**src/rtl/data_mem_arb_pkg.sv**
```systemverilog
// Shared types and constants for the data memory arbiter.
package data_mem_arb_pkg;

  localparam int unsigned MEM_AW          = 8;
  localparam int unsigned MEM_DW          = 8;
  localparam int unsigned ID_W            = 2;  // covers up to 4 requesters
  localparam int unsigned DEFAULT_NUM_REQ = 2;

  typedef enum logic [1:0] {
    ARB_IDLE,
    ARB_BUSY,
    ARB_LOCKED
  } arb_state_t;

  typedef struct packed {
    logic              we;
    logic [MEM_AW-1:0] addr;
    logic [MEM_DW-1:0] wdata;
    logic [ID_W-1:0]   id;
  } mem_cmd_t;

  // Highest index is "last granted" out of reset so requester 0 wins first.
  function automatic logic [ID_W-1:0] reset_last_grant(input int unsigned num_req);
    return ID_W'(num_req - 1);
  endfunction

  localparam logic [ID_W-1:0] RESET_LAST_GRANT = reset_last_grant(DEFAULT_NUM_REQ);

endpackage

```
**src/rtl/rr_arbiter.sv**
```systemverilog
// Combinational rotate-priority pick; with lock_en only the lock owner can win.
module rr_arbiter
  import data_mem_arb_pkg::*;
#(
  parameter int unsigned NUM_REQ = 2
) (
  input  logic [NUM_REQ-1:0] req_i,
  input  logic [ID_W-1:0]    last_grant_i,
  input  logic [ID_W-1:0]    lock_owner_i,
  input  logic               lock_en_i,
  output logic [NUM_REQ-1:0] grant_o,
  output logic [ID_W-1:0]    grant_idx_o
);

  logic found;

  always_comb begin
    grant_o     = '0;
    grant_idx_o = '0;
    found       = 1'b0;
    if (lock_en_i) begin
      for (int unsigned i = 0; i < NUM_REQ; i++) begin
        if (lock_owner_i == ID_W'(i) && req_i[i]) begin
          grant_o[i]  = 1'b1;
          grant_idx_o = ID_W'(i);
        end
      end
    end else begin
      // Search starts one past the last winner and wraps.
      for (int unsigned off = 1; off <= NUM_REQ; off++) begin
        for (int unsigned i = 0; i < NUM_REQ; i++) begin
          if (!found && req_i[i] && ((32'(last_grant_i) + off) % NUM_REQ) == i) begin
            grant_o[i]  = 1'b1;
            grant_idx_o = ID_W'(i);
            found       = 1'b1;
          end
        end
      end
    end
  end

endmodule

```
**src/rtl/data_mem_arbiter.sv**
```systemverilog
// Round-robin arbiter with burst lock sharing one single-port data memory;
// one registered issue stage, read data returned two cycles after ack.
module data_mem_arbiter
  import data_mem_arb_pkg::*;
#(
  parameter int unsigned NUM_REQ = DEFAULT_NUM_REQ,
  parameter int unsigned AW      = MEM_AW,
  parameter int unsigned DW      = MEM_DW
) (
  input  logic                  CLK,
  input  logic                  Reset,
  input  logic [NUM_REQ-1:0]    req,
  input  logic [NUM_REQ-1:0]    we,
  input  logic [NUM_REQ-1:0]    lock,
  input  logic [NUM_REQ*AW-1:0] addr,
  input  logic [NUM_REQ*DW-1:0] wdata,
  output logic [NUM_REQ-1:0]    ack,
  output logic [DW-1:0]         rdata,
  output logic [NUM_REQ-1:0]    rvalid,
  output logic                  MemRead,
  output logic                  MemWrite,
  output logic [AW-1:0]         DataAddress,
  output logic [DW-1:0]         DataMemIn,
  input  logic [DW-1:0]         DataMemOut
);

  arb_state_t          state_q, state_d;
  logic [ID_W-1:0]     last_grant_q, last_grant_d;
  mem_cmd_t            cmd_q, cmd_d;
  logic                cmd_valid_q;
  logic [DW-1:0]       rdata_q;
  logic [NUM_REQ-1:0]  rvalid_q, rvalid_d;
  logic [NUM_REQ-1:0]  grant;
  logic [ID_W-1:0]     grant_idx;
  logic                owner_holds, lock_en, any_ack, acked_lock;

  rr_arbiter #(
    .NUM_REQ (NUM_REQ)
  ) u_rr_arbiter (
    .req_i        (req),
    .last_grant_i (last_grant_q),
    .lock_owner_i (last_grant_q),
    .lock_en_i    (lock_en),
    .grant_o      (grant),
    .grant_idx_o  (grant_idx)
  );

  // In ARB_LOCKED the owner is always the last winner.
  always_comb begin
    owner_holds = 1'b0;
    for (int unsigned i = 0; i < NUM_REQ; i++) begin
      if (last_grant_q == ID_W'(i)) owner_holds = req[i] & lock[i];
    end
    lock_en = (state_q == ARB_LOCKED) && owner_holds;
  end

  assign ack        = Reset ? '0 : grant;
  assign any_ack    = |ack;
  assign acked_lock = |(ack & lock);

  always_comb begin
    state_d      = state_q;
    last_grant_d = any_ack ? grant_idx : last_grant_q;
    unique case (state_q)
      ARB_IDLE:   if (any_ack) state_d = ARB_BUSY;
      ARB_BUSY: begin
        if (!any_ack)        state_d = ARB_IDLE;
        else if (acked_lock) state_d = ARB_LOCKED;
      end
      ARB_LOCKED: begin
        if (owner_holds)     state_d = ARB_LOCKED;
        else if (any_ack)    state_d = ARB_BUSY;
        else                 state_d = ARB_IDLE;
      end
      default:               state_d = ARB_IDLE;
    endcase
  end

  always_comb begin
    cmd_d = '0;
    for (int unsigned i = 0; i < NUM_REQ; i++) begin
      if (grant[i]) begin
        cmd_d.we    = we[i];
        cmd_d.addr  = addr[i*AW +: AW];
        cmd_d.wdata = wdata[i*DW +: DW];
        cmd_d.id    = ID_W'(i);
      end
    end
  end

  assign MemRead     = cmd_valid_q & ~cmd_q.we;
  assign MemWrite    = cmd_valid_q & cmd_q.we;
  assign DataAddress = cmd_q.addr;
  assign DataMemIn   = cmd_q.wdata;
  assign rdata       = rdata_q;
  assign rvalid      = rvalid_q;

  always_comb begin
    rvalid_d = '0;
    for (int unsigned i = 0; i < NUM_REQ; i++) begin
      rvalid_d[i] = MemRead && (cmd_q.id == ID_W'(i));
    end
  end

  always_ff @(posedge CLK or posedge Reset) begin
    if (Reset) begin
      state_q      <= ARB_IDLE;
      last_grant_q <= reset_last_grant(NUM_REQ);
      cmd_q        <= '0;
      cmd_valid_q  <= 1'b0;
      rdata_q      <= '0;
      rvalid_q     <= '0;
    end else begin
      state_q      <= state_d;
      last_grant_q <= last_grant_d;
      cmd_valid_q  <= any_ack;
      if (any_ack) cmd_q <= cmd_d;
      if (MemRead) rdata_q <= DataMemOut;
      rvalid_q     <= rvalid_d;
    end
  end

endmodule

```
**config.mk**
```make
export PLATFORM = sky130hd
export DESIGN_NAME = data_mem_arbiter
export DESIGN_NICKNAME = d
export VERILOG_FILES = /design/src/rtl/data_mem_arb_pkg.sv /design/src/rtl/rr_arbiter.sv /design/src/rtl/data_mem_arbiter.sv
export SDC_FILE = /design/constraint.sdc
export NUM_CORES = 1
export LEC_CHECK = 0
export BUFFER_PORTS_ARGS = -buffer_cell sky130_fd_sc_hd__buf_4
export CAP_MARGIN = 15
export CORE_ASPECT_RATIO = 1.5
export CORE_MARGIN = 5
export CORE_UTILIZATION = 49
export CTS_CLUSTER_SIZE = 30
export DETAILED_ROUTE_END_ITERATION = 12
export PLACE_DENSITY = 0.85
export SLEW_MARGIN = 0
export SYNTH_ARGS = -nofsm -noshare
export SYNTH_HDL_FRONTEND = slang
export SYNTH_SLANG_ARGS = --single-unit
```
**constraint.sdc**
```tcl
create_clock -name CLK -period 3.4 [get_ports CLK]
set_clock_uncertainty 0.2 [all_clocks]
set_input_delay 0.17 -clock CLK [delete_from_list [all_inputs] [get_ports CLK]]
set_output_delay 0.17 -clock CLK [all_outputs]
set_load 0.1 [all_outputs]
```
== Yosys cells after proc, flatten, opt, wreduce, memory -nomap -nowiden ==
Index checks and enable logic that the tools add are counted.

* Bitwise logic cells: 6
* Multiply operators: 0
* Reduce and logical (&&, ||, !) cells: 23
* Muxes and demuxes: 28
* Add/sub/neg operators: 2
* Divide/modulo/power cells: 0
* Shift-type cells: 0
* Magnitude comparators: 0
* Equality and inequality tests: 6

{| class="wikitable"
|+ Operator list
! kind !! number
|-
| logical NOT 32 bit || 2
|-
| two-way mux 19 bit || 2
|-
| two-way mux 1 bit || 18
|-
| two-way mux 2 bit || 7
|-
| logical AND 1 bit || 12
|-
| equality test 2 x 1 -> 1 bit, second input constant || 3
|-
| logical NOT 2 bit || 3
|-
| one-hot mux 2 bit (3 select lines) || 1
|-
| bitwise AND 1 bit || 4
|-
| OR reduction 2 bit || 2
|-
| logical NOT 1 bit || 3
|-
| != test 3 bit, second input constant || 1
|-
| adder 1 bit, second input constant || 2
|-
| bitwise AND 2 bit || 1
|-
| equality test 2 bit, second input constant || 1
|-
| != test 2 bit, second input constant || 1
|-
| AND reduction 2 bit || 1
|-
| NOT 1 bit || 1
|}

* Output and inout bits: 30
* Memories kept: 0
* Register bits: 34
* Logic and storage cells: 74
* Bits in latches: 0
* Memory bits (read-only): 0
* Memory bits (writable): 0

== Longest topological paths before layout ==
Gate-level depths: netlist of the first run.

* Depth in word-level cells: 26
* Gate-level depth with buffers: 5
* Mapped depth without buffers: 4

== Modules after synthesis ==
From an unflattened synthesis of the first run, not the netlist that was laid out.

* Cell total of the unflattened synthesis: 159
* Area total of the unflattened synthesis: 1,711.6 sq um

{| class="wikitable"
|+ By module, submodules not included
! module !! times used !! cells an instance !! area each (sq um)
|-
| data_mem_arbiter || 1 || 150 || 1,649.1
|-
| rr_arbiter || 1 || 9 || 62.6
|}

== Worst setup path before layout of the first run ==
Ideal clock, no wire load.

* Path type: reg-to-output
* Start: reg last_grant_q[0]
* End: out ack[1]
* Slack: 1,500 ps
* Required time: 3,030 ps
* Cell stages (with the launch flop): 5
* Arrival: 1,530 ps
* Path through: dfstp_2 > and3b_1 > a221o_1 > buf_6 > inv_2

* Word-level cells in the longest chain between the ends: 21
* Elaborated cells between the ends (all ways): 31
* Classes of those cells: add/sub: 2; eq/ne: 1; mux: 13; reduce/logical: 15

{| class="wikitable"
|+ Ends and longest elaborated chain
! what !! line !! RTL
|-
| start, declared || data_mem_arbiter.sv:28 || <nowiki>logic [ID_W-1:0] last_grant_q, last_grant_d;</nowiki>
|-
| start signal, assigned || data_mem_arbiter.sv:108 || <nowiki>last_grant_q <= reset_last_grant(NUM_REQ);</nowiki>
|-
| start signal, assigned || data_mem_arbiter.sv:115 || <nowiki>last_grant_q <= last_grant_d;</nowiki>
|-
| adder 1 bit || rr_arbiter.sv:32 || <nowiki>if (!found && req_i[i] && ((32'(last_grant_i) + off) % NUM_REQ) == i) begin</nowiki>
|-
| logical NOT 32 bit || rr_arbiter.sv:32 ||
|-
| logical AND 1 bit || rr_arbiter.sv:32 ||
|-
| two-way mux 1 bit || rr_arbiter.sv:32 ||
|-
| two-way mux 1 bit || rr_arbiter.sv:21 || <nowiki>if (lock_en_i) begin</nowiki>
|-
| logical NOT 1 bit || rr_arbiter.sv:32 ||
|-
| logical AND 1 bit (2 in series) || rr_arbiter.sv:32 ||
|-
| two-way mux 1 bit || rr_arbiter.sv:32 ||
|-
| (+2 left out) || -- ||
|-
| logical AND 1 bit (2 in series) || rr_arbiter.sv:32 ||
|-
| two-way mux 1 bit || rr_arbiter.sv:32 ||
|-
| two-way mux 1 bit || rr_arbiter.sv:21 ||
|-
| logical NOT 1 bit || rr_arbiter.sv:32 ||
|-
| logical AND 1 bit (2 in series) || rr_arbiter.sv:32 ||
|-
| two-way mux 1 bit || rr_arbiter.sv:32 ||
|-
| two-way mux 2 bit * || rr_arbiter.sv:21 ||
|-
| two-way mux 2 bit * || data_mem_arbiter.sv:57 || <nowiki>assign ack = Reset ? '0 : grant;</nowiki>
|-
| end, declared || data_mem_arbiter.sv:17 || <nowiki>output logic [NUM_REQ-1:0] ack,</nowiki>
|}

Every way passes the cells marked *; elsewhere a longest branch is shown, timed or not. The select of a mux whose other input is x is not followed.

== Worst setup path in the final report of the first run ==
* Start: reg last_grant_q[0]
* End: reg cmd_q (netlist bit DataAddress[0])

* Word-level cells in the longest chain between the ends: 22
* Elaborated cells between the ends (all ways): 37
* Classes of those cells: add/sub: 2; eq/ne: 1; mux: 17; reduce/logical: 17

{| class="wikitable"
|+ Ends and longest elaborated chain
! what !! line !! RTL
|-
| adder 1 bit || rr_arbiter.sv:32 ||
|-
| logical NOT 32 bit || rr_arbiter.sv:32 ||
|-
| logical AND 1 bit || rr_arbiter.sv:32 ||
|-
| two-way mux 1 bit || rr_arbiter.sv:32 ||
|-
| two-way mux 1 bit || rr_arbiter.sv:21 ||
|-
| logical NOT 1 bit || rr_arbiter.sv:32 ||
|-
| logical AND 1 bit (2 in series) || rr_arbiter.sv:32 ||
|-
| two-way mux 1 bit || rr_arbiter.sv:32 ||
|-
| (+4 left out) || -- ||
|-
| two-way mux 1 bit || rr_arbiter.sv:32 ||
|-
| two-way mux 1 bit || rr_arbiter.sv:21 ||
|-
| logical NOT 1 bit || rr_arbiter.sv:32 ||
|-
| logical AND 1 bit (2 in series) || rr_arbiter.sv:32 ||
|-
| two-way mux 1 bit || rr_arbiter.sv:32 ||
|-
| two-way mux 2 bit * || rr_arbiter.sv:21 ||
|-
| two-way mux 2 bit || data_mem_arbiter.sv:57 ||
|-
| OR reduction 2 bit || data_mem_arbiter.sv:58 || <nowiki>assign any_ack = |ack;</nowiki>
|-
| end signal, assigned || data_mem_arbiter.sv:117 || <nowiki>if (any_ack) cmd_q <= cmd_d;</nowiki>
|-
| end, declared || data_mem_arbiter.sv:29 || <nowiki>mem_cmd_t cmd_q, cmd_d;</nowiki>
|}

Marked as above.
A chain may end at the register's enable or synchronous reset.

==> results of run 1 <==
==> worst min-delay path, cell delays in order <==
cell and delay (ps):
buf_4 100, and3_1 180, o21ai_0 100, o31ai_1 80
==> stage by stage <==
stage                     setup slack [ps]  instances
after floorplan                       1500        128
after global placement                1340        225
after detailed placement              1260        225
after CTS                              766        275
after global routing                   599        275
final                                  734        275
==> metal layers <==
metal  GRT usage [%]  share of wire, %
met2            42.5                56
met5               0                 0
met1            26.6                37
met4            8.79               2.0
met3            7.61               5.3
==> layout make-up <==
cell class,instances,area share (%)
timing repair buffer,121,39.4
sequential,32,31.1
multi-input combinational,70,23.1
clock buffer,7,3.74
tap,40,1.94
inverter,5,0.728
==> power by group through the flow <==
stage	clock network (mW)	logic (mW)	registers [mW]
after floorplan	0	0.448	0.741
after global placement	0	0.820	0.500
after detailed placement	0	0.831	0.504
after CTS	0.317	0.904	0.497
after global routing	0.337	0.940	0.511
final	0.313	0.910	0.500
==> worst max-delay path by stage <==
stage	start	end	slack, ps
2_1_floorplan	last_grant_q[0]	ack[1]	1500
3_3_place_gp	last_grant_q[0]	ack[1]	1340
3_5_place_dp	last_grant_q[0]	ack[1]	1260
4_1_cts	last_grant_q[0]	DataAddress[2]	770
5_1_grt	last_grant_q[0]	DataAddress[0]	600
6_report	last_grant_q[0]	DataAddress[0]	730
==> what timing repair did <==
item                                   4_1_cts  5_1_grt
hold buffers                                43        0
setup endpoints to repair                    0        0
endpoints found under the hold margin       56        0
==> synthesized netlist by cell type (all sizes together) <==
cell / n / area (um2)
a221o: 1 / 10.0
a2bb2oi: 1 / 8.76
and2: 5 / 31.3
and3: 1 / 6.26
and3b: 2 / 17.5
buf: 20 / 155
clkbuf: 1 / 3.75
dfrtp: 31 / 776
dfstp: 1 / 26.3
inv: 5 / 18.8
mux2: 8 / 90.1
nand2: 2 / 7.51
nand2b: 3 / 18.8
nand3: 1 / 5.00
nand3b: 1 / 7.51
nor2b: 3 / 18.8
o211a: 1 / 10.0
o21ai: 3 / 15.0
o21ba: 1 / 10.0
o221a: 17 / 191
o221ai: 1 / 26.3
o31ai: 2 / 15.0
or2: 17 / 106
==> registers in the layout, summed over array words and instances (netlist names) <==
signal	cells
DataAddress	8
DataMemIn	8
cmd_q	2
cmd_valid_q	1
last_grant_q	1
rdata	8
rvalid	2
state_q	2
==> cell families (layout without fill, tap and decap cells) <==
family	count (synthesis)	after routing	synth area share, %
mux	8	8	5.72
simple gates	35	35	13.9
compound gates	27	27	18.2
buf+inv	26	133	11.3
flops	32	32	50.9
==> layout by cell type, fill, tap and decap left out, types with 2 or more instances in the layout <==
master	instances
o221a_1	17
dlygate4sd3_1	43
o31ai_1	2
inv_2	2
or2_2	17
dfrtp_1	31
nand2_1	2
nor2b_1	3
inv_1	3
buf_4	78
mux2_1	4
clkbuf_8	7
o21ai_1	2
mux2_2	4
and3b_1	2
and2_1	5
nand2b_1	3
==> impl_metrics.ini, run 1 <==
[run_status]
status = finished clean

[die]
die_area_um2 = 4470
initial_core_util_pct = 50.4
fp.coreArea_um2 = 3130
num_rows = 25
die_h_um = 79.4
die_w_um = 56.3
ioPinCount = 78

[logic_synthesis]
ys_ff_latch = 32
yosysSeqAreaShare_pct = 50.9
synth_nets = 176
synth_cell_types = 28
ys_warn_count = 0
synthCells = 128
syn_avg_cell_area_um2 = 12.3
syn_area_um2 = 1580

[worst_setup_path]
crit_path_max_incr_delay_ps = 610
path_cells = and3b_1, a221o_1, o221a_1, dlygate4sd3_1
critPathCaptureType = flip-flop
r2r-end = DataAddress[0]
crit_slowest_cell = a221o_1
crit_family = compound AO/OA/AOI/OAI gates
worstSetupPathType = flip-flop to flip-flop
cp.required_ps = 3360
cp_num_cells = 4
start_kind = flip-flop
crit_buf_inv = 1
r2r_start = last_grant_q[0]
rrSetupSlack_ps = 730
crit_fanout = 20
arrival_ps = 2630
worst-r2r-cell-count = 4

[power]
p_seq_share_pct = 29.0
p_leak_nw = 1.18
p_int_mw = 0.901
power_mw = 1.72
swShare_pct = 47.7
p_switching_mw = 0.822
ir_drop_v = 0.000463
pwr-share-comb_pct = 52.8
p_per_area_nw_per_um2 = 668
p_clk_share_pct = 18.2

[sta]
holdWs_ps = 178
min_period_ps = 2670
setup_viol = 0
slew_viol_final = 0
post-route-period-util_pct = 78.4
rsz0062_at_grt = false
fmax_mhz = 375
hold_viol = 0
relSlewSlack_pct = 42.5
final.setup.tns_ps = 0
worst_pin_slew_ps = 860

[placed_design]
dpl_cell_area_um2 = 2050
hpwl_mm = 3.00
port-buffer-count = 77
place.gp.congestion = 0.754

[clocking]
clk_latency_ps = 280
cts_buffers = 5
cts.repair.resized = 0
cts_tree = done
cts_setup_buffers = 0
clkTransAtPathRegs_ps = 60
clk_path_buf_depth = 2
htree_levels = 2
cts-root-buf = clkbuf_8
cts.sinks = 32

[min_path]
min_path_cells = 4
holdPathEnd = state_q[1]
hold_start = lock[1]
min_path_type = input pin to flip-flop

[finish]
drive_gt1_share_pct = 47.2
area_growth_pct = 63.7
fill_cells = 166
post-route-util_pct = 82.4
multi_input_area_um2 = 596
seq_area_um2 = 802
stdcell_area_um2 = 2580
nets = 283
insertedDiodeCount = 0

[route]
first_iter_violations = 37
vias = 1420
ant_nets = 0
first_pass_iters = 4
routed_wl_mm = 4.82
viasPerCell = 5.16
drc_errors = 0
wl_per_cell_um = 17.5

[global_routing]
grt_pass1_vias = 1598
overflow = 0
antenna_found_initial = 0
grt_pass1_wl_mm = 8.09
grt_max_degree = 34
grt_usage_pct = 24.0

[job]
drv_cap = 0
(Power assumes the default switching activity.)
==> inputs of run 2 (changes only) <==
--- a/config.mk
+++ b/config.mk
@@ -9,10 +9,10 @@
 export CAP_MARGIN = 15
 export CORE_ASPECT_RATIO = 1.5
 export CORE_MARGIN = 5
-export CORE_UTILIZATION = 49
+export CORE_UTILIZATION = 45
 export CTS_CLUSTER_SIZE = 30
 export DETAILED_ROUTE_END_ITERATION = 12
-export PLACE_DENSITY = 0.85
+export PLACE_DENSITY = 0.79
 export SLEW_MARGIN = 0
 export SYNTH_ARGS = -nofsm -noshare
 export SYNTH_HDL_FRONTEND = slang
==> constraint.sdc (replaced) <==
create_clock -name CLK -period 2.8 [get_ports CLK]
set_clock_uncertainty 0.2 [all_clocks]
set_input_delay 0.14 -clock CLK [delete_from_list [all_inputs] [get_ports CLK]]
set_output_delay 0.14 -clock CLK [all_outputs]
set_load 0.1 [all_outputs]
==> run 2 against run 1 <==
  * Die area up 7.5%
  * Cell count rose by 1.5%
  * Setup slack got worse by 560 ps
  * Core utilization down 6.0 points
  * Combinational power is 20% higher
  * Fmax grew 1.7%
  * Count of clock-buffer cells in the layout is 1 lower
  * Critical path depth is the same
  * Largest cell class unchanged
  * Largest power group unchanged
  * Highest routed layer unchanged
==> impl_metrics.ini, run 2 (synthesis results as in run 1) <==
[run_status]
status = finished clean

[route]
vias = 1388
first_pass_iters = 4
wl_per_cell_um = 15.6
first_iter_violations = 59
ant_nets = 0
drc_errors = 0
viasPerCell = 4.97
routed_wl_mm = 4.35

[clocking]
htree_levels = 2
clk_path_buf_depth = 2
cts-root-buf = clkbuf_8
cts_buffers = 5
cts.sinks = 32
clkTransAtPathRegs_ps = 70
cts_setup_buffers = 0
cts_tree = done
clk_latency_ps = 280

[global_routing]
grt_max_degree = 34
grt_pass1_vias = 1523
grt_pass1_wl_mm = 6.96
antenna_found_initial = 0
overflow = 0
grt_usage_pct = 19.0

[sta]
hold_viol = 0
worst_pin_slew_ps = 786
holdWs_ps = 128
setup_viol = 0
rsz0062_at_grt = false
min_period_ps = 2620
post-route-period-util_pct = 93.6
relSlewSlack_pct = 47.6
slew_viol_final = 0
fmax_mhz = 381
final.setup.tns_ps = 0

[worst_setup_path]
start_kind = flip-flop
cp.required_ps = 2760
critPathCaptureType = flip-flop
rrSetupSlack_ps = 180
crit_fanout = 20
arrival_ps = 2580
worstSetupPathType = flip-flop to flip-flop

[finish]
seq_area_um2 = 802
layout_common_cells = buf_4, dlygate4sd3_1, dfrtp_1
nets = 284
area_growth_pct = 64.1
insertedDiodeCount = 0
post-route-util_pct = 76.4
final_common_cell = buf_4
fill_cells = 234
multi_input_area_um2 = 596
drive_gt1_share_pct = 47.7
instances_no_fill = 279

[power]
power_mw = 2.06
p_leak_nw = 1.19
p_per_area_nw_per_um2 = 795
ir_drop_v = 0.000684

[die]
die_area_um2 = 4810
num_rows = 26
fp.coreArea_um2 = 3380
die_w_um = 58.3
die_h_um = 82.5
ioPinCount = 78
initial_core_util_pct = 46.6

[job]
drv_cap = 0

[min_path]
min_path_type = input pin to flip-flop

[placed_design]
place.gp.congestion = 0.765
place_inst = 228
hpwl_mm = 2.86
port-buffer-count = 77
-- run 2: cell types whose count changed in the layout (fill, tap and decap cells not counted), sizes merged --
cell / delta
buf: +1
clkbuf: -1
clkinv: +2
-- run 2: per-layer routing --
layer	global-route usage, %	share of wire [%]
met4	6.96	1.3
met1	21.2	37
met5	0	0
met3	4.51	6.0
met2	34.7	55
-- run 2: path summary, 6_finish.rpt --
| path | startpoint | end | cells past startpoint |
|---|---|---|---|
| hold / removal | lock[1] | state_q[1] | 4 |
| setup / recovery | last_grant_q[0] | DataMemIn[2] | 4 |
| max in group asynchronous | Reset | last_grant_q[0] | 4 |
| min in group asynchronous | Reset | DataMemIn[4] | 4 |
| setup reg to reg | last_grant_q[0] | DataMemIn[2] | 4 |
| hold reg to reg | cmd_q[0] | rvalid[1] | 1 |
-- run 2: where the power goes --
part	internal [mW]	leakage (nW)	switching (mW)
logic	0.321	0.770	0.772
clock network	0.196	0.0510	0.162
registers	0.555	0.368	0.0503
total	1.07	1.19	0.984
-- run 2: metrics by stage --
| stage | instance area [um2] | worst slack, ps |
|---|---|---|
| after global routing | 2580 | 114 |
| after floorplan | 1580 | 930 |
| after CTS | 2580 | 209 |
| final | 2580 | 178 |
| after detailed placement | 2060 | 720 |
| after global placement | 2060 | 753 |
-- run 2: what timing repair did --
action,4_1_cts,5_1_grt
endpoints found under the setup margin,0,0
hold buffers,43,0
gates resized for setup,0,0
hold endpoints to repair,56,0
-- run 2: worst max-delay path, cell delays in order, from the launching register on --
cell	delay, ps
dfstp_2	560
and3b_1	210
a221o_1	590
o221a_1	370
dlygate4sd3_1	560
-- run 2: layout make-up --
cell class,instances,share of cell area (%)
multi-input combinational,70,23.0
clock inverter,2,0.387
sequential,32,31.0
tap,42,2.03
timing repair buffer,122,39.6
inverter,5,0.726
clock buffer,6,3.19
